--- config.mk ---
export PLATFORM = sky130hd
export DESIGN_NAME = muldiv_issue_ctrl_flat
export DESIGN_NICKNAME = d
export VERILOG_FILES = /design/src/rtl/muldiv_issue_ctrl_if.sv /design/src/rtl/muldiv_issue_ctrl.sv /design/src/flat_wrapper.sv
export SDC_FILE = /design/constraint.sdc
export NUM_CORES = 1
export LEC_CHECK = 0
export CAP_MARGIN = 20
export CORE_ASPECT_RATIO = 0.7
export CORE_MARGIN = 4
export CORE_UTILIZATION = 47
export CTS_BUF_LIST = sky130_fd_sc_hd__clkbuf_8
export DETAILED_ROUTE_END_ITERATION = 7
export PLACE_DENSITY_LB_ADDON = 0.15
export SYNTH_ARGS = -nofsm -noshare
export SYNTH_HDL_FRONTEND = slang
export SYNTH_SLANG_ARGS = --single-unit
--- constraint.sdc ---
create_clock -name clk -period 6.2 [get_ports clk]
set_input_delay 0.62 -clock clk [delete_from_list [all_inputs] [get_ports clk]]
set_output_delay 0.62 -clock clk [all_outputs]
set_load 0.02 [all_outputs]
--- src/rtl/muldiv_issue_ctrl_if.sv ---
// Decode-side bundle for the MUL/DIV issue controller: instruction/operands in, stall and result out.
interface muldiv_issue_ctrl_if #(
  parameter int XLEN = 32
);
  logic            issue_valid;
  logic            issue_is_div;
  logic [2:0]      issue_sel;
  logic [4:0]      issue_rd;
  logic [XLEN-1:0] op_a;
  logic [XLEN-1:0] op_b;
  logic            hold;
  logic            flush;
  logic            stall;
  logic            result_valid;
  logic [XLEN-1:0] result;
  logic [4:0]      result_rd;

  modport master (
    output issue_valid, issue_is_div, issue_sel, issue_rd, op_a, op_b, hold, flush,
    input  stall, result_valid, result, result_rd
  );

  modport slave (
    input  issue_valid, issue_is_div, issue_sel, issue_rd, op_a, op_b, hold, flush,
    output stall, result_valid, result, result_rd
  );
endinterface

--- src/rtl/muldiv_issue_ctrl.sv ---
// Issues MUL/DIV instructions from decode to the shared iterative units, stalls decode until
// the result is ready, and resolves RISC-V divide-by-zero / signed-overflow cases locally.
module muldiv_issue_ctrl #(
  parameter int XLEN  = 32,
  parameter int CNT_W = 32
) (
  input  logic             clk,
  input  logic             rst,
  muldiv_issue_ctrl_if.slave dec,
  output logic             mul_start,
  output logic             div_start,
  output logic [XLEN-1:0]  unit_a,
  output logic [XLEN-1:0]  unit_b,
  output logic [2:0]       unit_sel,
  output logic             unit_kill,
  input  logic             mul_done,
  input  logic [XLEN-1:0]  mul_res,
  input  logic             div_done,
  input  logic [XLEN-1:0]  div_res,
  output logic [CNT_W-1:0] perf_stall_cnt
);

  typedef enum logic [2:0] {IDLE, MUL_BUSY, DIV_BUSY, FAST, DONE} state_t;

  localparam logic [XLEN-1:0] INT_MIN = {1'b1, {(XLEN-1){1'b0}}};

  state_t          state, state_next;
  logic            capture, mul_go, div_go, kill_go, res_load, stall;
  logic [XLEN-1:0] res_next, result_q;
  logic [4:0]      rd_q;

  // Divide special cases, judged on live operands: sel[0]=unsigned, sel[1]=remainder.
  logic            b_zero, sgn_ovf, special;
  logic [XLEN-1:0] fast_res;

  always_comb begin
    b_zero   = (dec.op_b == '0);
    sgn_ovf  = !dec.issue_sel[0] && (dec.op_a == INT_MIN) && (dec.op_b == '1);
    special  = b_zero || sgn_ovf;
    if (b_zero) fast_res = dec.issue_sel[1] ? dec.op_a : '1;
    else        fast_res = dec.issue_sel[1] ? '0 : INT_MIN;
  end

  always_comb begin
    state_next = state;
    capture    = 1'b0;
    mul_go     = 1'b0;
    div_go     = 1'b0;
    kill_go    = 1'b0;
    res_load   = 1'b0;
    res_next   = result_q;
    stall      = 1'b0;
    unique case (state)
      IDLE: begin
        if (dec.issue_valid && !dec.flush) begin
          stall = 1'b1;
          if (!dec.hold) begin
            capture = 1'b1;
            if (!dec.issue_is_div) begin
              mul_go     = 1'b1;
              state_next = MUL_BUSY;
            end else if (special) begin
              res_load   = 1'b1;
              res_next   = fast_res;
              state_next = FAST;
            end else begin
              div_go     = 1'b1;
              state_next = DIV_BUSY;
            end
          end
        end
      end
      MUL_BUSY: begin
        stall = 1'b1;
        if (dec.flush) begin
          kill_go    = 1'b1;
          state_next = IDLE;
        end else if (mul_done) begin
          res_load   = 1'b1;
          res_next   = mul_res;
          state_next = DONE;
        end
      end
      DIV_BUSY: begin
        stall = 1'b1;
        if (dec.flush) begin
          kill_go    = 1'b1;
          state_next = IDLE;
        end else if (div_done) begin
          res_load   = 1'b1;
          res_next   = div_res;
          state_next = DONE;
        end
      end
      FAST: begin
        stall = 1'b1;
        if (dec.flush) begin
          kill_go    = 1'b1;
          state_next = IDLE;
        end else begin
          state_next = DONE;
        end
      end
      DONE: begin
        // The decoder still presents the same instruction here, so issue_valid is not looked at.
        if (dec.flush || !dec.hold) state_next = IDLE;
      end
      default: state_next = IDLE;
    endcase
  end

  always_ff @(posedge clk or posedge rst) begin
    if (rst) begin
      state          <= IDLE;
      mul_start      <= 1'b0;
      div_start      <= 1'b0;
      unit_kill      <= 1'b0;
      unit_a         <= '0;
      unit_b         <= '0;
      unit_sel       <= '0;
      rd_q           <= '0;
      result_q       <= '0;
      perf_stall_cnt <= '0;
    end else begin
      state     <= state_next;
      mul_start <= mul_go;
      div_start <= div_go;
      unit_kill <= kill_go;
      if (capture) begin
        unit_a   <= dec.op_a;
        unit_b   <= dec.op_b;
        unit_sel <= dec.issue_sel;
        rd_q     <= dec.issue_rd;
      end
      if (res_load) result_q <= res_next;
      if (stall) perf_stall_cnt <= perf_stall_cnt + CNT_W'(1);
    end
  end

  assign dec.stall        = stall;
  assign dec.result_valid = (state == DONE);
  assign dec.result       = result_q;
  assign dec.result_rd    = rd_q;

endmodule

--- src/flat_wrapper.sv ---
// flat-port wrapper written by rule: the top's interface ports become plain ports
module muldiv_issue_ctrl_flat 
#(
  parameter int XLEN  = 32,
  parameter int CNT_W = 32
)
  (clk, rst, mul_start, div_start, unit_a, unit_b, unit_sel, unit_kill, mul_done, mul_res, div_done, div_res, perf_stall_cnt, dec_issue_valid, dec_issue_is_div, dec_issue_sel, dec_issue_rd, dec_op_a, dec_op_b, dec_hold, dec_flush, dec_stall, dec_result_valid, dec_result, dec_result_rd);
  muldiv_issue_ctrl_if #(.XLEN(XLEN)) dec_i ();
  input  logic clk;
  input  logic rst;
  output logic mul_start;
  output logic div_start;
  output logic [XLEN-1:0] unit_a;
  output logic [XLEN-1:0] unit_b;
  output logic [2:0] unit_sel;
  output logic unit_kill;
  input  logic mul_done;
  input  logic [XLEN-1:0] mul_res;
  input  logic div_done;
  input  logic [XLEN-1:0] div_res;
  output logic [CNT_W-1:0] perf_stall_cnt;
  input wire logic [$bits(dec_i.issue_valid)-1:0] dec_issue_valid;
  input wire logic [$bits(dec_i.issue_is_div)-1:0] dec_issue_is_div;
  input wire logic [$bits(dec_i.issue_sel)-1:0] dec_issue_sel;
  input wire logic [$bits(dec_i.issue_rd)-1:0] dec_issue_rd;
  input wire logic [$bits(dec_i.op_a)-1:0] dec_op_a;
  input wire logic [$bits(dec_i.op_b)-1:0] dec_op_b;
  input wire logic [$bits(dec_i.hold)-1:0] dec_hold;
  input wire logic [$bits(dec_i.flush)-1:0] dec_flush;
  output wire logic [$bits(dec_i.stall)-1:0] dec_stall;
  output wire logic [$bits(dec_i.result_valid)-1:0] dec_result_valid;
  output wire logic [$bits(dec_i.result)-1:0] dec_result;
  output wire logic [$bits(dec_i.result_rd)-1:0] dec_result_rd;
  assign dec_i.issue_valid = dec_issue_valid;
  assign dec_i.issue_is_div = dec_issue_is_div;
  assign dec_i.issue_sel = dec_issue_sel;
  assign dec_i.issue_rd = dec_issue_rd;
  assign dec_i.op_a = dec_op_a;
  assign dec_i.op_b = dec_op_b;
  assign dec_i.hold = dec_hold;
  assign dec_i.flush = dec_flush;
  assign dec_stall = dec_i.stall;
  assign dec_result_valid = dec_i.result_valid;
  assign dec_result = dec_i.result;
  assign dec_result_rd = dec_i.result_rd;
  muldiv_issue_ctrl #(.XLEN(XLEN), .CNT_W(CNT_W)) u_core (.clk(clk), .rst(rst), .dec(dec_i), .mul_start(mul_start), .div_start(div_start), .unit_a(unit_a), .unit_b(unit_b), .unit_sel(unit_sel), .unit_kill(unit_kill), .mul_done(mul_done), .mul_res(mul_res), .div_done(div_done), .div_res(div_res), .perf_stall_cnt(perf_stall_cnt));
endmodule
==> results.md <==
- Vias in the first global route: 5795
- HP Class: reg2reg
- Slowest stage cell on the critical path: clkdlybuf4s50_1
- Initial antenna violation count: 0
- Mapped Nets: 684
- Root Driver: clkbuf_8
- Fin crit share: 50.1%
- Pwr dens: 320 nW/um^2
- Sink Count: 142
- Flops & latches, synth: 142
- Kind of critical path: in2out
- Hold EP: u_core.perf_stall_cnt[31]
- Final Net Count: 972
- Arrival time worst endpoint: 2.49 ns
- Max frequency: 322 MHz
- CTS Buffer Depth: 2
- Initial Utilization: 48.7%
- Number of routed nets with antenna violations: 0
- Skew final: 0.0123 ns
- Core area: 13300 um^2
- Top post-synthesis cells by area: dfrtp_1 (55%), mux2_2 (12%), mux2i_1 (4.9%)
- Cell class contributing the biggest share of worst-path delay: buffers and inverters
- Synth Warn #: 0
- CTS Hold Bufs: 0
- ANT cells: 0
- GR Overflow Total: 0
- Crit path buf inv count: 2
- FF-to-FF setup slack: 3.62 ns
- Total power: 3.20 mW
- Crit. End Element: primary output
- Worst VDD drop: 0.000214 V
- Final HPWL DP: 16200 um
- Relative slew slack: 34.2%
- Boundary Pins: 285
- Max H-tree Level: 4
- Worst Hold Path Cells: 1
- Register area share after synthesis: 54.8%
- Fin crit period: 3.11 ns
- Cell Area, Synth: 6490 um^2
- Post-route setup TNS: 0 ns
- P_leak: 4.35 nW
- Wirelength per Cell: 21.0 um
- Vias: 5595
- Critical Path Source: dec_flush
- Largest area contributor in the netlist: dfrtp_1
- RSZ-0062 raised after global routing: no
- CTS tree: yes
- First-pass GRT wire length: 33000 um
- Avg Inst Size Synth: 12.0 um^2
- Post-cts resize count: 0
- Row count: 35
- Slowest Stage Delay on Critical Path: 0.69 ns
- Buffers on Ports: 284
- Max FO, Critical Path: 6
- Cells on worst reg2reg path: 6
- Post-synth top area share: 54.8%
- Area growth, synth to finish: 54.2%
- Die Ht: 106 um
- Die width: 148 um
- Clk_lat worst skew: 0.44 ns
- Post-Route WL: 21500 um
- Drc violations: 0
- Most used cell, CP: clkdlybuf4s50_1
- RR Startpoint: u_core.state[1]
- FF-to-FF End: u_core.dec.result[11]
- Post-synth ARST share: 100%
- Most frequent cells after synthesis: dfrtp_1 (142), mux2_2 (67), inv_1 (39)
- Yosys cell types: 39
- Total CTS buffers: 17
- Outcome: finished, final reports clean
- CP required: 5.58 ns
- Pin count of the biggest net entering global routing: 75
- Final Setup Violations: 0
- Post-synth EDFFs: 0
- Top_reg_cell synth: dfrtp_1
- First-pass DRT Iterations: 8
- Startpoint Class: input port
- Vias per inst: 5.46
- Layout cell share with drive strength beyond 1: 13.8%
- Worst-margin pin slew: 0.988 ns
- Tot GR Track Use: 27.2%
- Max-cap violations: 0
- Crit-path cells: clkdlybuf4s50_1 -> nand2b_1 -> a21oi_1 -> clkdlybuf4s50_1
- Hold path startpoint: u_core.perf_stall_cnt[31]
- Placer congestion estimate: 0.883
- Final hold vios: 0
- Die outline area: 15800 um^2
- Cells after Synth: 539
- Clk pin slew, worst setup/hold paths: 0.08 ns
- Most common cell in the netlist: dfrtp_1
- Pins Over Slew Limit: 0
- DR iter-0 viols: 372
- Post CTS Setup Buffer Count: 0
where the power goes:
group          internal (mW)  switching [mW]
logic                  0.562           0.537
clock network          0.479           0.368
registers               1.12           0.127
total                   2.17            1.03
worst max path at each step:
stage / endpoint / slack [ns] / depth (start not counted)
floorplan: u_core.dec.result[0] / 1.77 / 1
global placement: u_core.dec.result[16] / 2.77 / 7
detailed placement: u_core.dec.result[24] / 2.67 / 7
CTS: dec_stall / 3.09 / 4
global route: dec_stall / 2.96 / 4
finish: dec_stall / 3.09 / 4
cell type report:
class	count	area, um^2
Fill cell	952	3310
Multi-Input combinational cell	334	2700
Inverter	39	151
Timing Repair Buffer	293	2910
Sequential cell	142	3550
Tap cell	185	231
Clock buffer	17	234
Clock inverter	14	218
logic make-up (layout without fill, tap and decap cells):
group / after synthesis / after routing / synth area share (%)
simple gates: 156 / 156 / 13.4
flops: 142 / 142 / 54.8
fa+ha+maj: 1 / 1 / 0.193
mux: 99 / 99 / 16.6
compound gates: 47 / 47 / 6.92
xor+xnor: 31 / 31 / 4.19
buf+inv: 63 / 363 / 3.99
metrics by stage:
stage | utilization, % | setup slack (ns) | cell area (um^2) | hold slack, ns | cells
5_1_grt | 75.2 | 2.96 | 10000 | 0.510 | 1024
3_5_place_dp | 71.7 | 2.67 | 9540 | 0.467 | 992
4_1_cts | 75.1 | 3.09 | 9990 | 0.482 | 1023
3_3_place_gp | 71.7 | 2.77 | 9540 | 0.456 | 992
2_1_floorplan | - | 1.77 | 6490 | 0.557 | 539
6_report | 75.2 | 3.09 | 10000 | 0.476 | 1024
routing by layer:
layer	vias to the layer above	global-route usage, %	wire, um
met5	-	0	0
met4	0	10.1	546
met3	38	9.29	2010
met2	247	44.2	10400
met1	2777	33.8	8520
li1	2533	-	-
registers in the layout (all words and copies together) (netlist names):
register               cells
u_core.dec.result_rd       5
u_core.div_start           1
u_core.unit_b             32
u_core.mul_start           1
u_core.unit_sel            3
u_core.unit_kill           1
u_core.state               3
u_core.unit_a             32
u_core.dec.result         32
u_core.perf_stall_cnt     32
cell usage in the layout, fill, tap and decap left out, types with 5 or more instances in the layout:
| cell | count |
|---|---|
| nor4_1 | 13 |
| clkbuf_8 | 17 |
| nor3_1 | 5 |
| nand2_1 | 34 |
| nand3_1 | 13 |
| dfrtp_1 | 142 |
| mux2i_1 | 32 |
| bufinv_16 | 5 |
| inv_1 | 39 |
| nand4_1 | 17 |
| nor2_1 | 20 |
| xor2_1 | 11 |
| clkdlybuf4s50_1 | 284 |
| a222oi_1 | 31 |
| buf_4 | 8 |
| nand2b_1 | 33 |
| mux2_2 | 67 |
| xnor2_1 | 20 |
| a21oi_1 | 5 |
Power figures use the tool's default switching activity.
